`src/rtl/seg7_anim_pkg.sv`:
```
// Shared defaults and types for the seven-segment animation engine.
package seg7_anim_pkg;

   localparam int unsigned NUM_DIGITS_DEF  = 4;
   localparam int unsigned CNT_W_DEF       = 25;
   localparam int unsigned FRAME_W_DEF     = 6;
   localparam int unsigned ANIM_W_DEF      = 6;
   localparam int unsigned ANIM_MAX_DEF    = 50;
   localparam int unsigned PERIOD_RST_DEF  = 10_000_000;
   localparam int unsigned PERIOD_STEP_DEF = 1_000_000;
   localparam int unsigned PERIOD_MIN_DEF  = 1_000_000;
   localparam int unsigned PERIOD_MAX_DEF  = 19_000_000;
   localparam int unsigned SCAN_DIV_DEF    = 10_000;

   // Resolved speed request for the current cycle
   typedef enum logic [1:0] {
      SPD_HOLD,
      SPD_DOWN,
      SPD_UP
   } speed_cmd_e;

endpackage

```
`src/rtl/seg7_anim_engine_if.sv`:
```
// Control pulses in, animation/frame/scan state out.
interface seg7_anim_engine_if
   import seg7_anim_pkg::*;
#(
   parameter int unsigned NUM_DIGITS = NUM_DIGITS_DEF,
   parameter int unsigned CNT_W      = CNT_W_DEF,
   parameter int unsigned FRAME_W    = FRAME_W_DEF,
   parameter int unsigned ANIM_W     = ANIM_W_DEF
);

   logic                  anim_inc;
   logic                  anim_dec;
   logic                  speed_down;
   logic                  speed_up;
   logic                  pause_tgl;
   logic                  dir_tgl;
   logic [FRAME_W-1:0]    frame_limit;
   logic [ANIM_W-1:0]     anim;
   logic [FRAME_W-1:0]    frame;
   logic [NUM_DIGITS-1:0] digit_sel;
   logic                  tick;
   logic                  paused;
   logic                  dir_rev;
   logic [CNT_W-1:0]      period;

   modport master (
      output anim_inc, anim_dec, speed_down, speed_up, pause_tgl, dir_tgl, frame_limit,
      input  anim, frame, digit_sel, tick, paused, dir_rev, period
   );

   modport slave (
      input  anim_inc, anim_dec, speed_down, speed_up, pause_tgl, dir_tgl, frame_limit,
      output anim, frame, digit_sel, tick, paused, dir_rev, period
   );

endinterface

```
`src/rtl/seg7_tick_gen.sv`:
```
// Programmable-period divider: counts 0..period-1 and strobes tick on wrap.
// next_period lets the owner shrink the period without overshooting it.
module seg7_tick_gen #(
   parameter int unsigned W = 25
) (
   input  logic         clk,
   input  logic         rst_n,
   input  logic         ena,
   input  logic         clr,
   input  logic [W-1:0] period,
   input  logic [W-1:0] next_period,
   output logic         tick
);

   logic [W-1:0] cnt;
   logic         at_end;
   logic         shrink;
   logic         clr_all;

   // Terminal count, and a silent restart when a shorter period would be overrun
   always_comb begin
      at_end  = (cnt >= period - W'(1));
      shrink  = (next_period < period) && (cnt >= next_period - W'(1));
      clr_all = clr | shrink;
      tick    = ena & ~clr_all & at_end;
   end

   // Divider count
   always_ff @(posedge clk or negedge rst_n) begin
      if (!rst_n) begin
         cnt <= '0;
      end else if (ena) begin
         if (clr_all || at_end) cnt <= '0;
         else                   cnt <= cnt + W'(1);
      end
   end

endmodule

```
`src/rtl/seg7_anim_engine.sv`:
```
// Animation index, frame stepping, speed/pause/direction control and digit scan
// for a bank of multiplexed seven-segment digits.
module seg7_anim_engine
   import seg7_anim_pkg::*;
#(
   parameter int unsigned NUM_DIGITS  = NUM_DIGITS_DEF,
   parameter int unsigned CNT_W       = CNT_W_DEF,
   parameter int unsigned FRAME_W     = FRAME_W_DEF,
   parameter int unsigned ANIM_W      = ANIM_W_DEF,
   parameter int unsigned ANIM_MAX    = ANIM_MAX_DEF,
   parameter int unsigned PERIOD_RST  = PERIOD_RST_DEF,
   parameter int unsigned PERIOD_STEP = PERIOD_STEP_DEF,
   parameter int unsigned PERIOD_MIN  = PERIOD_MIN_DEF,
   parameter int unsigned PERIOD_MAX  = PERIOD_MAX_DEF,
   parameter int unsigned SCAN_DIV    = SCAN_DIV_DEF
) (
   input  logic               clk,
   input  logic               rst_n,
   input  logic               ena,
   seg7_anim_engine_if.slave  bus
);

   localparam int unsigned       SCAN_W = $clog2(SCAN_DIV + 1);
   localparam logic [SCAN_W-1:0] SCAN_P = SCAN_W'(SCAN_DIV);
   localparam logic [CNT_W:0]    P_STEP = (CNT_W+1)'(PERIOD_STEP);
   localparam logic [CNT_W:0]    P_MIN  = (CNT_W+1)'(PERIOD_MIN);
   localparam logic [CNT_W:0]    P_MAX  = (CNT_W+1)'(PERIOD_MAX);
   localparam logic [ANIM_W-1:0] A_MAX  = ANIM_W'(ANIM_MAX);

   logic [ANIM_W-1:0]     anim_q;
   logic [FRAME_W-1:0]    frame_q;
   logic [NUM_DIGITS-1:0] digit_q;
   logic [CNT_W-1:0]      period_q;
   logic                  tick_q;
   logic                  paused_q;
   logic                  dir_q;

   speed_cmd_e            spd;
   logic [CNT_W-1:0]      period_nxt;
   logic                  anim_chg;
   logic                  paused_nxt;
   logic                  div_wrap;
   logic                  scan_wrap;
   logic                  adv;

   // Resolve this cycle's speed request, pause state and frame advance
   always_comb begin
      spd = SPD_HOLD;
      if (bus.speed_down) begin
         if ({1'b0, period_q} + P_STEP <= P_MAX) spd = SPD_DOWN;
      end else if (bus.speed_up) begin
         if ({1'b0, period_q} >= P_MIN + P_STEP) spd = SPD_UP;
      end
      period_nxt = period_q;
      case (spd)
         SPD_DOWN: period_nxt = period_q + CNT_W'(PERIOD_STEP);
         SPD_UP:   period_nxt = period_q - CNT_W'(PERIOD_STEP);
         default:  period_nxt = period_q;
      endcase
      anim_chg   = bus.anim_inc | bus.anim_dec;
      paused_nxt = paused_q ^ bus.pause_tgl;
      adv        = div_wrap & ~paused_nxt;
   end

   seg7_tick_gen #(.W(CNT_W)) u_frame_div (
      .clk         (clk),
      .rst_n       (rst_n),
      .ena         (ena),
      .clr         (anim_chg),
      .period      (period_q),
      .next_period (period_nxt),
      .tick        (div_wrap)
   );

   seg7_tick_gen #(.W(SCAN_W)) u_scan_div (
      .clk         (clk),
      .rst_n       (rst_n),
      .ena         (ena),
      .clr         (1'b0),
      .period      (SCAN_P),
      .next_period (SCAN_P),
      .tick        (scan_wrap)
   );

   // Registered animation, frame, mode and scan state
   always_ff @(posedge clk or negedge rst_n) begin
      if (!rst_n) begin
         anim_q   <= '0;
         frame_q  <= '0;
         tick_q   <= 1'b0;
         paused_q <= 1'b0;
         dir_q    <= 1'b0;
         period_q <= CNT_W'(PERIOD_RST);
         digit_q  <= NUM_DIGITS'(1);
      end else if (ena) begin
         tick_q   <= adv;
         paused_q <= paused_nxt;
         dir_q    <= dir_q ^ bus.dir_tgl;
         period_q <= period_nxt;

         if (bus.anim_inc)      anim_q <= (anim_q == A_MAX) ? '0 : anim_q + ANIM_W'(1);
         else if (bus.anim_dec) anim_q <= (anim_q == '0) ? A_MAX : anim_q - ANIM_W'(1);

         // Out-of-range frame (limit shrank) restarts ahead of any tick
         if (anim_chg || (frame_q > bus.frame_limit)) begin
            frame_q <= '0;
         end else if (adv) begin
            if (!dir_q) frame_q <= (frame_q == bus.frame_limit) ? '0 : frame_q + FRAME_W'(1);
            else        frame_q <= (frame_q == '0) ? bus.frame_limit : frame_q - FRAME_W'(1);
         end

         // Shift/or form keeps the rotate legal for a single digit
         if (scan_wrap) digit_q <= (digit_q << 1) | (digit_q >> (NUM_DIGITS - 1));
      end
   end

   assign bus.anim      = anim_q;
   assign bus.frame     = frame_q;
   assign bus.digit_sel = digit_q;
   assign bus.tick      = tick_q;
   assign bus.paused    = paused_q;
   assign bus.dir_rev   = dir_q;
   assign bus.period    = period_q;

endmodule

```
`src/flat_wrapper.sv`:
```
// flat-port wrapper written by rule: the top's interface ports become plain ports
module seg7_anim_engine_flat import seg7_anim_pkg::*;
#(
   parameter int unsigned NUM_DIGITS  = NUM_DIGITS_DEF,
   parameter int unsigned CNT_W       = CNT_W_DEF,
   parameter int unsigned FRAME_W     = FRAME_W_DEF,
   parameter int unsigned ANIM_W      = ANIM_W_DEF,
   parameter int unsigned ANIM_MAX    = ANIM_MAX_DEF,
   parameter int unsigned PERIOD_RST  = PERIOD_RST_DEF,
   parameter int unsigned PERIOD_STEP = PERIOD_STEP_DEF,
   parameter int unsigned PERIOD_MIN  = PERIOD_MIN_DEF,
   parameter int unsigned PERIOD_MAX  = PERIOD_MAX_DEF,
   parameter int unsigned SCAN_DIV    = SCAN_DIV_DEF
)
  (clk, rst_n, ena, bus_anim_inc, bus_anim_dec, bus_speed_down, bus_speed_up, bus_pause_tgl, bus_dir_tgl, bus_frame_limit, bus_anim, bus_frame, bus_digit_sel, bus_tick, bus_paused, bus_dir_rev, bus_period);
  seg7_anim_engine_if #(.NUM_DIGITS(NUM_DIGITS), .CNT_W(CNT_W), .FRAME_W(FRAME_W), .ANIM_W(ANIM_W)) bus_i ();
  input  logic clk;
  input  logic rst_n;
  input  logic ena;
  input wire logic [$bits(bus_i.anim_inc)-1:0] bus_anim_inc;
  input wire logic [$bits(bus_i.anim_dec)-1:0] bus_anim_dec;
  input wire logic [$bits(bus_i.speed_down)-1:0] bus_speed_down;
  input wire logic [$bits(bus_i.speed_up)-1:0] bus_speed_up;
  input wire logic [$bits(bus_i.pause_tgl)-1:0] bus_pause_tgl;
  input wire logic [$bits(bus_i.dir_tgl)-1:0] bus_dir_tgl;
  input wire logic [$bits(bus_i.frame_limit)-1:0] bus_frame_limit;
  output wire logic [$bits(bus_i.anim)-1:0] bus_anim;
  output wire logic [$bits(bus_i.frame)-1:0] bus_frame;
  output wire logic [$bits(bus_i.digit_sel)-1:0] bus_digit_sel;
  output wire logic [$bits(bus_i.tick)-1:0] bus_tick;
  output wire logic [$bits(bus_i.paused)-1:0] bus_paused;
  output wire logic [$bits(bus_i.dir_rev)-1:0] bus_dir_rev;
  output wire logic [$bits(bus_i.period)-1:0] bus_period;
  assign bus_i.anim_inc = bus_anim_inc;
  assign bus_i.anim_dec = bus_anim_dec;
  assign bus_i.speed_down = bus_speed_down;
  assign bus_i.speed_up = bus_speed_up;
  assign bus_i.pause_tgl = bus_pause_tgl;
  assign bus_i.dir_tgl = bus_dir_tgl;
  assign bus_i.frame_limit = bus_frame_limit;
  assign bus_anim = bus_i.anim;
  assign bus_frame = bus_i.frame;
  assign bus_digit_sel = bus_i.digit_sel;
  assign bus_tick = bus_i.tick;
  assign bus_paused = bus_i.paused;
  assign bus_dir_rev = bus_i.dir_rev;
  assign bus_period = bus_i.period;
  seg7_anim_engine #(.NUM_DIGITS(NUM_DIGITS), .CNT_W(CNT_W), .FRAME_W(FRAME_W), .ANIM_W(ANIM_W), .ANIM_MAX(ANIM_MAX), .PERIOD_RST(PERIOD_RST), .PERIOD_STEP(PERIOD_STEP), .PERIOD_MIN(PERIOD_MIN), .PERIOD_MAX(PERIOD_MAX), .SCAN_DIV(SCAN_DIV)) u_core (.clk(clk), .rst_n(rst_n), .ena(ena), .bus(bus_i));
endmodule
```
`config.mk`:
```
export PLATFORM = sky130hd
export DESIGN_NAME = seg7_anim_engine_flat
export DESIGN_NICKNAME = d
export VERILOG_FILES = /design/src/rtl/seg7_anim_pkg.sv /design/src/rtl/seg7_anim_engine_if.sv /design/src/rtl/seg7_tick_gen.sv /design/src/rtl/seg7_anim_engine.sv /design/src/flat_wrapper.sv
export SDC_FILE = /design/constraint.sdc
export NUM_CORES = 1
export LEC_CHECK = 0
export ABC_CLOCK_PERIOD_IN_PS = 6840
export BUFFER_PORTS_ARGS = -buffer_cell sky130_fd_sc_hd__buf_4
export CAP_MARGIN = 20
export CORE_ASPECT_RATIO = 1.25
export CORE_MARGIN = 2
export CORE_UTILIZATION = 48
export CTS_CLUSTER_DIAMETER = 60
export DETAILED_ROUTE_END_ITERATION = 7
export PLACE_DENSITY_LB_ADDON = 0.2
export SLEW_MARGIN = 20
export SYNTH_ARGS = -nofsm -noshare
export SYNTH_HDL_FRONTEND = slang
export SYNTH_SLANG_ARGS = --single-unit
```
`constraint.sdc`:
```
create_clock -name clk -period 6.84 [get_ports clk]
set_input_delay 0 -clock clk [delete_from_list [all_inputs] [get_ports clk]]
set_output_delay 0 -clock clk [all_outputs]
set_load 0.01 [all_outputs]
```
# Word-level counts from Yosys, hierarchy flattened
# Cells that the tools add are included.
totals:
  register_bits: 83
  inputBits: 15
  output_inout_bits: 44
  word_cells: 68
op_classes:
  n_addsub: 11
  n_lt_le_gt_ge: 7
  n_eq_ne: 4
  muxes: 16
  bitwise: 11
  n_reduce_logical: 10
op_table:
  columns: ["op", "count"]
  rows:
  - ["6-bit 2-to-1 mux", 9]
  - ["25-bit >= comparator", 2]
  - ["25-bit one-hot mux with 2 select lines", 1]
  - ["25-bit by 1-bit subtractor with 25-bit output, second input constant", 2]
  - ["25-bit by 20-bit adder with 26-bit output, second input constant", 1]
  - ["26-bit by 25-bit less-or-equal comparator with 1-bit output, second input constant", 1]
  - ["25-bit by 1-bit adder with 25-bit output, second input constant", 1]
  - ["25-bit by 20-bit adder with 25-bit output, second input constant", 1]
  - ["25-bit by 21-bit >= comparator with 1-bit output, second input constant", 1]
  - ["25-bit < comparator", 1]
  - ["25-bit 2-to-1 mux", 1]
  - ["25-bit by 20-bit subtractor with 25-bit output, second input constant", 1]
  - ["14-bit by 1-bit adder with 14-bit output, second input constant", 1]
  - ["14-bit >= comparator, second input constant", 1]
  - ["14-bit 2-to-1 mux", 1]
  - ["6-bit by 1-bit adder with 6-bit output, second input constant", 2]
  - ["6-bit zero test", 2]
  - ["6-bit by 1-bit subtractor with 6-bit output, second input constant", 2]
  - ["6-bit equality test", 1]
  - ["6-bit equality test, second input constant", 1]
  - ["6-bit greater-than comparator", 1]
  - ["2-bit 2-to-1 mux", 3]
  - ["2-bit AND reduction", 3]
  - ["1-bit bitwise AND", 4]
  - ["10 further kinds", 15]

# Logic depth before layout (Yosys ltp)
# Gate-level depths: netlist of the first run.
logic_depth:
  ltp_word: 16
  ltp_mapped: 34
  mapped_depth_nobuf: 32

# Hierarchy
# From an unflattened synthesis of the first run, not the netlist that was laid out.
hier_totals:
  hier_cells: 1094
  area_unflattened_um2: 9335.2
modules_own_cells:
  columns: ["mod", "instances", "cells_per_inst", "area_per_inst_um2", "seq_area_each_um2"]
  rows:
  - ["seg7_tick_gen (u_core.u_frame_div)", 1, 454, 3716.1, 625.6]
  - ["seg7_anim_engine", 1, 387, 3494.6, 962.2]
  - ["seg7_tick_gen (u_core.u_scan_div)", 1, 253, 2124.5, 350.3]

# Worst setup path before layout of the first run
# Ideal clock, no wire load.
synth_timing:
  path_type: "reg2reg"
  startpoint: "register u_core.period_q[9] (netlist: u_core.bus.period[9])"
  endpoint: "register u_core.frame_q[0] (netlist: u_core.bus.frame[0])"
  setup_time_ns: 0.122
  arrival_ns: 6.495
  required_ns: 6.718
  path_slack_ns: 0.224
  stages_incl_launch_ff: 29
  n_path_buf: 2
  period_less_slack_ns: 6.616
  cell_sequence: "dfstp_2 -> clkbuf_1 -> clkbuf_1 -> o41ai_1 -> a21oi_1 -> nor2_1 -> o21ai_0 -> and3b_1 -> inv_1 -> ha_1 -> o21ai_0 -> o211ai_1 -> a311oi_1 -> a211oi_1 -> o311ai_0 -> nor3b_1 -> nand3_1 -> nor3b_1 -> o21a_1 -> nand2_1 -> xnor2_1 -> ha_1 -> a21o_1 -> a211o_1 -> a211o_1 -> o2111ai_1 -> o2bb2ai_1 -> or3b_2 -> a32o_1"
synth_between:
  elab_chain_len: 16
  elab_cells_between_ends: 25
  classes_between: "add/sub (5); order compare (5); eq/ne (2); mux (5); bitwise (5); reduce/logical (3)"
synth_rtl:
  columns: ["element", "line", "text"]
  rows:
  - ["start, declared", "seg7_anim_engine.sv:33", "logic [CNT_W-1:0] period_q;"]
  - ["start signal, assigned", "seg7_anim_engine.sv:93", "period_q <= CNT_W'(PERIOD_RST);"]
  - ["start signal, assigned", "seg7_anim_engine.sv:99", "period_q <= period_nxt;"]
  - ["25-bit by 20-bit adder with 26-bit output / 25-bit by 21-bit >= comparator with 1-bit output (equally long branches)", "seg7_anim_engine.sv:50, seg7_anim_engine.sv:52", null]
  - ["26-bit by 25-bit less-or-equal comparator with 1-bit output / 2-bit 2-to-1 mux (equally long branches)", "seg7_anim_engine.sv:50, seg7_anim_engine.sv:52", null]
  - ["1-bit 2-to-1 mux / 2-bit 2-to-1 mux (equally long branches)", "seg7_anim_engine.sv:50, seg7_anim_engine.sv:51", null]
  - ["2-bit 2-to-1 mux", "seg7_anim_engine.sv:49", "if (bus.speed_down) begin"]
  - ["2-bit equality test / 2-bit by 1-bit equality test with 1-bit output (equally long branches)", "seg7_anim_engine.sv:55", "case (spd)"]
  - ["25-bit one-hot mux with 2 select lines", "seg7_anim_engine.sv:55", null]
  - ["25-bit by 1-bit subtractor with 25-bit output", "seg7_tick_gen.sv:23", "shrink = (next_period < period) && (cnt >= next_period - W'(1));"]
  - ["25-bit >= comparator", "seg7_tick_gen.sv:23", null]
  - ["1-bit logical AND", "seg7_tick_gen.sv:23", null]
  - ["1-bit OR", "seg7_tick_gen.sv:24", "clr_all = clr | shrink;"]
  - ["1-bit NOT", "seg7_tick_gen.sv:25", "tick = ena & ~clr_all & at_end;"]
  - ["1-bit bitwise AND", "seg7_tick_gen.sv:25", null]
  - ["1-bit bitwise AND *", "seg7_tick_gen.sv:25", null]
  - ["1-bit bitwise AND *", "seg7_anim_engine.sv:62", "adv = div_wrap & ~paused_nxt;"]
  - ["2-bit nonzero test (no line) *", null, null]
  - ["2-bit AND reduction (no line) *", null, null]
  - ["end signal, assigned", "seg7_anim_engine.sv:108", "if (!dir_q) frame_q <= (frame_q == bus.frame_limit) ? '0 : frame_q + FRAME_W'(1);"]
  - ["end signal, assigned", "seg7_anim_engine.sv:109", "else frame_q <= (frame_q == '0) ? bus.frame_limit : frame_q - FRAME_W'(1);"]
  - ["end, declared", "seg7_anim_engine.sv:31", "logic [FRAME_W-1:0] frame_q;"]
# Mark *: on every way between the ends. The rest lies on a longest branch, timed or not.
# A chain may end at the register's enable or synchronous reset.

# Worst setup path in the final report of the first run
layout_timing:
  startpoint: "register u_core.period_q[7] (netlist: u_core.bus.period[7])"
  endpoint: "register u_core.frame_q[0] (netlist: u_core.bus.frame[0])"
# Same word-level chain as after synthesis.

==> metrics, run 1 <==
status=complete, no violations; H-tree depth=3; count of cell types in the netlist=82; final worst setup slack=0.3194 ns; DIE WIDTH=121.7 um; Root Buffer=clkbuf_16; total power=4.155 mW; Die Area=18400 um2; Max IR drop VDD=0.2046 mV; Slowest-stage cell, CP=or4_4; reg2reg end=u_core.bus.frame[0]; P&R area growth vs syn=13.56%; hold_ws=0.03321 ns; Clk Latency, worst-skew pair=0.34 ns; Via density=5.931; # rows=53; area leader, netlist=dfrtp_1; clock sink total=77; R2R Path Start=u_core.bus.period[7]; largest net degree at the start of global routing=78; Setup TNS=0 ns; top post-synthesis cells by area=dfrtp_1 (20%), ha_1 (14%), xnor2_1 (6.3%); routed via count=7852; Setup Skew=0.007143 ns; Routed WL=23.25 mm; R2R cell count=24; share of cells above drive strength 1=0.1576; detailed-route DRC error count=0; Detail Route Antenna Nets=0; hold crit path type=input port to flop; Post-synth EDFFs=0; Global Route Usage Sum=0.2577; nature of the critical path startpoint=flop; Critical Path, Cell by Cell=buf_4, nand3_2, or4_4, a31oi_4, and4_1, o31a_1, o22ai_2, o311ai_4, buf_6, mux2_2, a41oi_1, a31oi_1, ha_1, a21oi_1, nor2b_1, o21ai_0, o211ai_1, a21oi_1, o21ai_0, a211o_1, o2111ai_1, o2bb2ai_1, or3b_2, a32o_1; Leakage=4.216 nW; dpl cells=1302; global-route wire length before repair=37.92 mm; Max clock buf depth=2; Slew Viols, Final=0; Core ar.=16910 um2; Nets=1209; Placed Area=9002 um2; crit path kind=flop to flop; fin crit share=0.9533; Finished Layout Cells=1324; DR iter-0 viols=495; Final Core Density=0.5585; Data arrival, critical path=6.74 ns; First-pass DRT Iterations=7; r2r setup slk=0.32 ns; Critical Path End Type=flop; DP HPWL=17.47 mm; RePlAce Congestion=0.9272; Worst EP required=7.06 ns; detailed-route wire length per cell=17.56 um; Largest stage delay, worst path=0.58 ns; Pwr Density=439.9 nW/um2; synthesized area=8317 um2; Hold Crit Depth=3; Max Cap Viol=0; max_slew headroom=0.4982; Main synth FF type=dfrtp_1; crit path launch=u_core.bus.period[7]; post-synthesis cell count=1042; clk slew on worst S/H paths=0.06 ns; Post-synth ARST share=1.000; ant diodes=0; Hold Startpoint=bus_anim_inc; Seq cells post-synth=77; CP max FO=21; CTS tree=yes; Initial Utilization=0.4918; Hold Crit Endpoint=u_core.bus.anim[4]; vias in the first global route=7551; post-route cell area=9444 um2; Setup violations, final=0; I/O pins=59; # port buffers=52; initial antenna violation count=0; Synth top area share=0.2046; Max Clk Rate=153.4 MHz; Slew @ Worst Pin=0.7476 ns; Mean Syn Cell Area=7.982 um2; CTS buffer count=9; endpoints failing hold=0; grt ovf=0; Seq/Total Area, Yosys=0.2330; DP Worst Slack=-0.02766 ns; Ys Warns=0; Die Y=151.2 um; Tmin final=6.521 ns
per-layer routing:
metal | vias to the layer above | wire [um] | global-route usage
li1 | 3885 | - | -
met1 | 3683 | 10010 | 0.3141
met2 | 237 | 11620 | 0.4640
met3 | 47 | 938 | 0.03163
met4 | 0 | 689 | 0.09483
met5 | - | 0 | 0
layout make-up:
cell class / instances / area [um2]
repair buffers: 95 / 728.2
multi-input cells: 850 / 5969
fillers: 1634 / 7466
flip-flops and latches: 77 / 1938
well taps: 220 / 275.3
inverters: 66 / 247.7
clock inverters: 5 / 42.54
clock buffers: 11 / 242.7
kinds of logic (layout without fill, tap and decap cells):
logic type | Yosys count | count (layout) | synth area share
AOI/OAI and AO/OA | 269 | 269 | 0.2233
other | 1 | 6 | 0.0004509
buffers and inverters | 120 | 177 | 0.06303
and+or+nand+nor | 380 | 380 | 0.2269
muxes | 18 | 18 | 0.02317
adders and majority gates | 95 | 95 | 0.1438
xor gates and xnor gates | 82 | 82 | 0.08635
DFF | 77 | 77 | 0.2330
how the worst max path moves through the flow:
stage,end
after floorplan,u_core.bus.frame[0]
after global placement,u_core.bus.frame[1]
after CTS,u_core.bus.frame[0]
after detailed placement,u_core.bus.frame[0]
final,u_core.bus.frame[0]
after global routing,u_core.bus.frame[0]
timing repair:
action	4_1_cts	5_1_grt
resized for setup	1	20
setup endpoints to repair	6	32
setup buffers	0	3
hold endpoints to repair	70	0
pin swaps	0	3
hold buffers	3	0
cell usage after synthesis, types with 5 or more instances:
cell        n
clkbuf_1   32
xnor2_1    60
o31ai_1     9
a21oi_2     9
nand2_1    75
mux2i_1     8
dfrtp_1    68
nand4_1    31
buf_4      10
a211o_1     5
and3_1      9
a311oi_1    5
nor4b_1     5
o21bai_1    6
nor4_1     11
inv_1      65
nor2b_1    19
a211oi_1    7
nor2_1    117
a21oi_1    68
o211ai_1   11
nor3_1     30
and4_1      5
a32o_1      5
dfstp_2     9
xor2_1     22
buf_2       5
mux2_2      9
nand3_1    41
a31oi_1    11
o21a_1     12
ha_1       94
o22ai_1     6
o21ai_0    47
a21o_1     18
nor3b_1     7
report_power, final:
group          internal (mW)  switching (mW)
combinational           1.20            1.78
sequential             0.566           0.145
clock                  0.261           0.204
total                   2.03            2.13
sequential cells by signal, indices dropped and copies added (netlist names):
signal	flops
u_core.bus.period	19
u_core.bus.tick	1
u_core.u_frame_div.cnt	25
u_core.bus.frame	6
u_core.bus.anim	6
u_core.bus.paused	1
u_core.u_scan_div.cnt	14
u_core.bus.digit_sel	4
u_core.bus.dir_rev	1
cell usage in the layout (no fill, tap or decap), types with 12 or more instances in the layout:
cell     count
nor3_1      29
inv_1       65
xnor2_1     60
buf_4       90
nand2_1     75
a21oi_1     66
nand3_1     39
a21o_1      18
o21ai_0     46
dfrtp_1     68
nor2b_1     18
nor2_1     117
ha_1        92
nand4_1     31
xor2_1      21
o21a_1      12
critical path, delay by kind of cell (launching register included):
| family | cells | cell delay (ns) |
|---|---|---|
| DFF | 1 | 0.55 |
| AOI/OAI and AO/OA | 15 | 3.00 |
| adders and majority gates | 1 | 0.32 |
| buffers and inverters | 2 | 0.50 |
| and+or+nand+nor | 5 | 1.57 |
| muxes | 1 | 0.44 |
Power figures use the tool's default switching activity.
==> run 2: changes to the inputs <==
--- a/config.mk
+++ b/config.mk
@@ -8,9 +8,10 @@
 export ABC_CLOCK_PERIOD_IN_PS = 6840
 export BUFFER_PORTS_ARGS = -buffer_cell sky130_fd_sc_hd__buf_4
 export CAP_MARGIN = 20
-export CORE_ASPECT_RATIO = 1.25
+export CORE_ASPECT_RATIO = 0.7
 export CORE_MARGIN = 2
 export CORE_UTILIZATION = 48
+export CTS_BUF_LIST = sky130_fd_sc_hd__clkbuf_4
 export CTS_CLUSTER_DIAMETER = 60
 export DETAILED_ROUTE_END_ITERATION = 7
 export PLACE_DENSITY_LB_ADDON = 0.2
==> run 2 against run 1 <==
Core utilization down 0.16 points. Worst hold slack better by 0.037 ns. Via count up 2.3%. Worst setup slack worse by 0.043 ns. Power down 1.5%. Sequential power down 0.7%. Critical path depth up 3. Register-to-register slack worse by 0.04 ns. Cell area up 0.64%. Global-route usage up 0.48 points. Flip-flop and latch count unchanged. Critical path type unchanged.
==> metrics, run 2 (synthesis gave the netlist of run 1 again) <==
Critical Path End Type=flop (unchanged); CP bufs+invs=4 (was 2); DIE WIDTH=161.3 um (was 121.7 um); Initial Utilization=0.4873 (was 0.4918); # port buffers=52 (unchanged); H-tree depth=3 (unchanged); RePlAce Congestion=0.9978 (was 0.9272); max reg flops=25 (unchanged); crit path kind=flop to flop (unchanged); dpl cells=1323 (was 1302); Placed Area=9116 um2 (was 9002 um2); Global Route Usage Sum=0.2625 (was 0.2577); # rows=40 (was 53); First-pass DRT Iterations=6 (was 7); Max clock buf depth=2 (unchanged); endpoints failing hold=0 (unchanged); Hold Startpoint=bus_frame_limit[2] (was bus_anim_inc); grt ovf=0 (unchanged); DP HPWL=18.44 mm (was 17.47 mm); Pwr Density=430.7 nW/um2 (was 439.9 nW/um2); Routed WL=24.43 mm (was 23.25 mm); max_slew headroom=0.4537 (was 0.4982); clk slew on worst S/H paths=0.14 ns (was 0.06 ns); Hold Crit Depth=5 (was 3); Max IR drop VDD=0.2428 mV (was 0.2046 mV); Die Area=18410 um2 (was 18400 um2); global-route wire length before repair=38.66 mm (was 37.92 mm); Max Clk Rate=152.4 MHz (was 153.4 MHz); DR iter-0 viols=812 (was 495); CTS buffer count=9 (unchanged); P&R area growth vs syn=14.28% (was 13.56%); r2r setup slk=0.28 ns (was 0.32 ns); Setup TNS=0 ns (unchanged); Top reg by flops=u_core.u_frame_div.cnt (unchanged); Max Cap Viol=0 (unchanged); most frequent cells in the layout=nor2_1 (117), buf_4 (101), ha_1 (94) (was nor2_1 (117), ha_1 (92), buf_4 (90)); Die Y=114.1 um (was 151.2 um); vias in the first global route=7097 (was 7551); ant diodes=0 (unchanged); detailed-route DRC error count=0 (unchanged); largest net degree at the start of global routing=78 (unchanged); clock sink total=77 (unchanged); status=complete, no violations (unchanged); Multi-input gate area=5971 um2 (was 5969 um2); fin crit share=0.9596 (was 0.9533); most common cell after layout, fill and taps aside=nor2_1 (unchanged); kind of cell adding the most delay to the critical path=compound AO/OA/AOI/OAI gates (unchanged); Nets=1229 (was 1209); Finished Layout Cells=1355 (was 1324); post-route cell area=9504 um2 (was 9444 um2); Slew @ Worst Pin=0.8089 ns (was 0.7476 ns); Slew Viols, Final=0 (unchanged); initial antenna violation count=0 (unchanged); R2R cell count=27 (was 24); CTS tree=yes (unchanged); Worst EP required=7.22 ns (was 7.06 ns); Detail Route Antenna Nets=0 (unchanged); R2R Path Start=u_core.bus.period[12] (was u_core.bus.period[7]); Data arrival, critical path=6.94 ns (was 6.74 ns); I/O pins=59 (unchanged); Tmin final=6.564 ns (was 6.521 ns); register area=1938 um2 (unchanged); Setup Skew=0.03258 ns (was 0.007143 ns); Via density=5.925 (was 5.931); Largest stage delay, worst path=0.59 ns (was 0.58 ns); routed via count=8029 (was 7852); Root Buffer=clkbuf_4 (was clkbuf_16); Setup violations, final=0 (unchanged); hold crit path type=input port to flop (unchanged); Clk Latency, worst-skew pair=0.49 ns (was 0.34 ns); nature of the critical path startpoint=flop (unchanged); Top cell by count, worst path=ha_1; Core ar.=17070 um2 (was 16910 um2); Hold Crit Endpoint=u_core.bus.frame[2] (was u_core.bus.anim[4]); fillers=1638 (was 1634); detailed-route wire length per cell=18.03 um (was 17.56 um); share of cells above drive strength 1=0.1681 (was 0.1576); reg2reg end=u_core.bus.frame[4] (was u_core.bus.frame[0]); CP max FO=13 (was 21); Slowest-stage cell, CP=or4_4 (unchanged); Leakage=4.259 nW (was 4.216 nW)
==> run 2: cell count changes in the layout (fill, tap and decap cells not counted), sizes merged <==
cell	previous run	this run
clkinvlp	0	2
buf	92	106
dlygate4sd3	3	9
clkbuf	11	10
clkinv	2	0
inv	69	70
==> run 2: routing by layer <==
| metal | up-vias | global-route usage | part of all wire |
|---|---|---|---|
| met5 | - | 0 | 0 |
| met4 | 0 | 0.04226 | 0.0066 |
| met3 | 21 | 0.07280 | 0.092 |
| met2 | 331 | 0.3450 | 0.38 |
| met1 | 3741 | 0.4219 | 0.52 |
| li1 | 3936 | - | - |
==> run 2: how the worst max path moves through the flow <==
stage / startpoint / endpoint / slack (ns) / cells after the start
2_1_floorplan: u_core.bus.period[9] / u_core.bus.frame[0] / 0.22 / 28
3_3_place_gp: u_core.bus.period[6] / u_core.bus.frame[0] / 0.23 / 27
3_5_place_dp: u_core.bus.period[6] / u_core.bus.frame[4] / -0.007 / 28
4_1_cts: u_core.bus.period[7] / u_core.bus.frame[4] / 0.08 / 27
5_1_grt: u_core.bus.period[7] / u_core.bus.frame[2] / -0.06 / 30
6_report: u_core.bus.period[12] / u_core.bus.frame[4] / 0.28 / 27
==> run 2: area by class of cell <==
cell class	instances	share of cell area
Clock buffer	10	0.007899
Clock inverter	6	0.005529
Inverter	66	0.02607
Multi-Input combinational cell	850	0.6282
Sequential cell	77	0.2039
Tap cell	231	0.03041
Timing Repair Buffer	115	0.09795
==> run 2: what timing repair did <==
| action | in CTS | in global routing |
|---|---|---|
| gates resized for setup | 1 | 22 |
| hold buffers | 9 | 0 |
| endpoints found under the setup margin | 6 | 32 |
| buffers inserted | 0 | 7 |
| pin swaps | 0 | 5 |
| endpoints found under the hold margin | 84 | 0 |
==> run 2: worst register-to-register path: stages, from the launching register on <==
cell	delay (ns)
dfstp_2	0.56
buf_4	0.23
nand4_1	0.23
or4_4	0.60
a31oi_4	0.20
and4_1	0.25
and4b_1	0.25
and4_4	0.25
o311ai_4	0.11
buf_12	0.16
ha_1	0.28
inv_1	0.12
ha_1	0.19
buf_4	0.18
a41oi_1	0.12
a31oi_1	0.19
ha_1	0.27
a21oi_1	0.16
nor2b_1	0.06
o21ai_0	0.15
o211ai_1	0.13
a21oi_2	0.19
o21ai_0	0.14
a211o_1	0.30
o2111ai_1	0.14
o2bb2ai_1	0.21
or3b_2	0.53
a32o_1	0.27
==> run 2: power breakdown <==
group          total (mW)  switching (mW)  internal (mW)
Combinational        3.10            1.84           1.26
Sequential          0.706           0.140          0.565
Clock               0.285           0.200         0.0850
==> run 2: stage by stage <==
stage | setup slack (ns) | power (mW) | utilization | hold WS [ns]
floorplan | 0.2239 | 2.703 | - | -0.2956
global placement | 0.2328 | 3.620 | 0.5342 | 0.2327
detailed placement | -0.007080 | 3.633 | 0.5342 | 0.2406
CTS | 0.08156 | 3.936 | 0.5474 | 0.04071
global route | -0.05923 | 4.420 | 0.5569 | 0.04826
finish | 0.2764 | 4.094 | 0.5569 | 0.06997
==> run 3: changes to the inputs <==
--- a/config.mk
+++ b/config.mk
@@ -6,7 +6,7 @@
 export NUM_CORES = 1
 export LEC_CHECK = 0
 export ABC_CLOCK_PERIOD_IN_PS = 6840
-export BUFFER_PORTS_ARGS = -buffer_cell sky130_fd_sc_hd__buf_4
+export BUFFER_PORTS_ARGS = -buffer_cell sky130_fd_sc_hd__buf_2
 export CAP_MARGIN = 20
 export CORE_ASPECT_RATIO = 0.7
 export CORE_MARGIN = 2
@@ -14,7 +14,7 @@
 export CTS_BUF_LIST = sky130_fd_sc_hd__clkbuf_4
 export CTS_CLUSTER_DIAMETER = 60
 export DETAILED_ROUTE_END_ITERATION = 7
-export PLACE_DENSITY_LB_ADDON = 0.2
+export PLACE_DENSITY = 0.76
 export SLEW_MARGIN = 20
 export SYNTH_ARGS = -nofsm -noshare
 export SYNTH_HDL_FRONTEND = slang
==> run 3 against run 2 <==
Fmax rose by 0.31%. Sequential power rose by 2%. Worst hold slack got worse by 0.029 ns. Worst setup slack improved by 0.020 ns. Power fell by 3.6%. Cell area fell by 2.9%.
==> metrics, run 3 (synthesis gave the netlist of run 1 again) <==
register area=1939 um2 (was 1938 um2); Max Cap Viol=0 (unchanged); Largest stage delay, worst path=0.58 ns (was 0.59 ns); final worst setup slack=0.2964 ns (was 0.2764 ns); Top cell by count, worst path=buf_4 (was ha_1); Worst EP required=7.19 ns (was 7.22 ns); Max IR drop VDD=0.2354 mV (was 0.2428 mV); Detail Route Antenna Nets=0 (unchanged); H-tree depth=3 (unchanged); Via density=6.030 (was 5.925); CTS buffer count=9 (unchanged); max reg flops=25 (unchanged); Slowest-stage cell, CP=nor4_2 (was or4_4); r2r setup slk=0.30 ns (was 0.28 ns); CP max FO=11 (was 13); kind of cell adding the most delay to the critical path=compound AO/OA/AOI/OAI gates (unchanged); Tmin final=6.544 ns (was 6.564 ns); DP Worst Slack=0.1207 ns (was -0.007080 ns); status=complete, no violations (unchanged); initial antenna violation count=0 (unchanged); hold_ws=0.04137 ns (was 0.06997 ns); I/O pins=59 (unchanged); hold crit path type=input port to flop (unchanged); Die Area=18410 um2 (unchanged); Pwr Density=427.8 nW/um2 (was 430.7 nW/um2); crit path launch=u_core.bus.period[23] (was u_core.bus.period[12]); Slew Viols, Final=0 (unchanged); ant diodes=0 (unchanged); Global Route Usage Sum=0.2638 (was 0.2625); detailed-route DRC error count=0 (unchanged); max_slew headroom=0.5135 (was 0.4537); routed via count=8092 (was 8029); R2R Path Start=u_core.bus.period[23] (was u_core.bus.period[12]); most common cell after layout, fill and taps aside=nor2_1 (unchanged); CP bufs+invs=4 (unchanged); detailed-route wire length per cell=17.77 um (was 18.03 um); DIE WIDTH=161.3 um (unchanged); # port buffers=52 (unchanged); DP HPWL=18.13 mm (was 18.44 mm); crit path kind=flop to flop (unchanged); Data arrival, critical path=6.89 ns (was 6.94 ns); grt ovf=0 (unchanged); CTS tree=yes (unchanged); share of cells above drive strength 1=0.1593 (was 0.1681); Max Clk Rate=152.8 MHz (was 152.4 MHz); fin crit share=0.9567 (was 0.9596); Setup Skew=0.01655 ns (was 0.03258 ns); fillers=1599 (was 1638); Initial Utilization=0.4873 (unchanged); Critical Path End=u_core.bus.frame[2] (was u_core.bus.frame[4]); endpoints failing hold=0 (unchanged); Top reg by flops=u_core.u_frame_div.cnt (unchanged); clk slew on worst S/H paths=0.15 ns (was 0.14 ns); Slew @ Worst Pin=0.7249 ns (was 0.8089 ns); Setup violations, final=0 (unchanged); vias in the first global route=7469 (was 7097); Root Buffer=clkbuf_4 (unchanged); Core ar.=17070 um2 (unchanged); Clk Latency, worst-skew pair=0.45 ns (was 0.49 ns); clock sink total=77 (unchanged); R2R cell count=26 (was 27); DR iter-0 viols=934 (was 812); RePlAce Congestion=0.9886 (was 0.9978); reg2reg end=u_core.bus.frame[2] (was u_core.bus.frame[4]); global-route wire length before repair=39.44 mm (was 38.66 mm); CP Depth=26 (was 27); Nets=1216 (was 1229); Max clock buf depth=2 (unchanged); most frequent cells in the layout=nor2_1 (117), ha_1 (93), nand2_1 (75) (was nor2_1 (117), buf_4 (101), ha_1 (94)); First-pass DRT Iterations=6 (unchanged); Routed WL=23.84 mm (was 24.43 mm); # rows=40 (unchanged); nature of the critical path startpoint=flop (unchanged); P&R area growth vs syn=10.92% (was 14.28%); Die Y=114.1 um (unchanged); Leakage=4.153 nW (was 4.259 nW); largest net degree at the start of global routing=78 (unchanged); Multi-input gate area=5954 um2 (was 5971 um2); Critical Path End Type=flop (unchanged)
==> run 3: cell count changes in the layout (fill, tap and decap cells not counted), sizes merged <==
cell         before  now
buf             106   95
clkinvlp          2    0
clkbuf           10    9
clkinv            0    3
dlygate4sd3       9    7
==> run 3: layer usage <==
| metal | track usage | wire, um | share of wire |
|---|---|---|---|
| met5 | 0 | 0 | 0 |
| met4 | 0.03452 | 190 | 0.0080 |
| met1 | 0.4055 | 11790 | 0.49 |
| met2 | 0.3684 | 9283 | 0.39 |
| met3 | 0.07968 | 2578 | 0.11 |
==> run 3: worst min-delay path by stage <==
stage | from | end | slack, ns | cells after the start
global route | bus_frame_limit[4] | u_core.bus.frame[4] | 0.02 | 4
CTS | bus_frame_limit[4] | u_core.bus.frame[4] | 0.01 | 4
finish | bus_frame_limit[4] | u_core.bus.frame[4] | 0.04 | 4
floorplan | rst_n | u_core.bus.anim[0] | -0.30 | 0
global placement | rst_n | u_core.bus.dir_rev | 0.21 | 1
detailed placement | rst_n | u_core.bus.dir_rev | 0.22 | 1
==> run 3: timing repair <==
item / 4_1_cts / 5_1_grt
hold buffers: 7 / 0
endpoints found under the hold margin: 75 / 0
gates resized for setup: 0 / 23
endpoints found under the setup margin: 0 / 32
buffers inserted: 0 / 3
==> run 3: stage by stage <==
step	area, um2	util	TNS, ns	cells	power [mW]
after CTS	9105	0.5335	0	1339	3.809
after global placement	8911	0.5221	0	1316	3.473
after detailed placement	8911	0.5221	0	1316	3.517
final	9225	0.5405	0	1342	3.946
after floorplan	8335	-	0	1047	2.703
after global routing	9225	0.5405	-0.04085	1342	4.283
==> run 3: power breakdown <==
group	internal [mW]	switching (mW)	total (mW)
combinational	1.16	1.80	2.96
sequential	0.565	0.152	0.718
clock	0.0807	0.191	0.272
==> run 3: worst register-to-register path, stage by stage (launching register included) <==
cell and delay, ns:
dfstp_2 0.48, nor4_2 0.58, o21ai_0 0.17, and3b_2 0.30, ha_1 0.32, buf_4 0.16, o21ai_0 0.22, o211ai_1 0.13
buf_4 0.16, buf_4 0.14, a311oi_2 0.27, buf_4 0.18, xnor2_1 0.16, nor2_1 0.18, nand3_1 0.16, nor3b_1 0.25
o21a_1 0.20, nand2_1 0.08, xnor2_1 0.13, ha_1 0.29, a21o_1 0.17, a211o_1 0.31, a211o_1 0.28, o2111ai_1 0.14
o2bb2ai_1 0.19, or3b_2 0.53, o32ai_1 0.30
==> run 3: final cells by class <==
cell class                 instances  share of cell area
tap                              231             0.03133
clock buffer                       9            0.007324
clock inverter                     7            0.006103
multi-input combinational        850              0.6455
inverter                          66             0.02685
sequential                        77              0.2102
timing repair buffer             102             0.07270
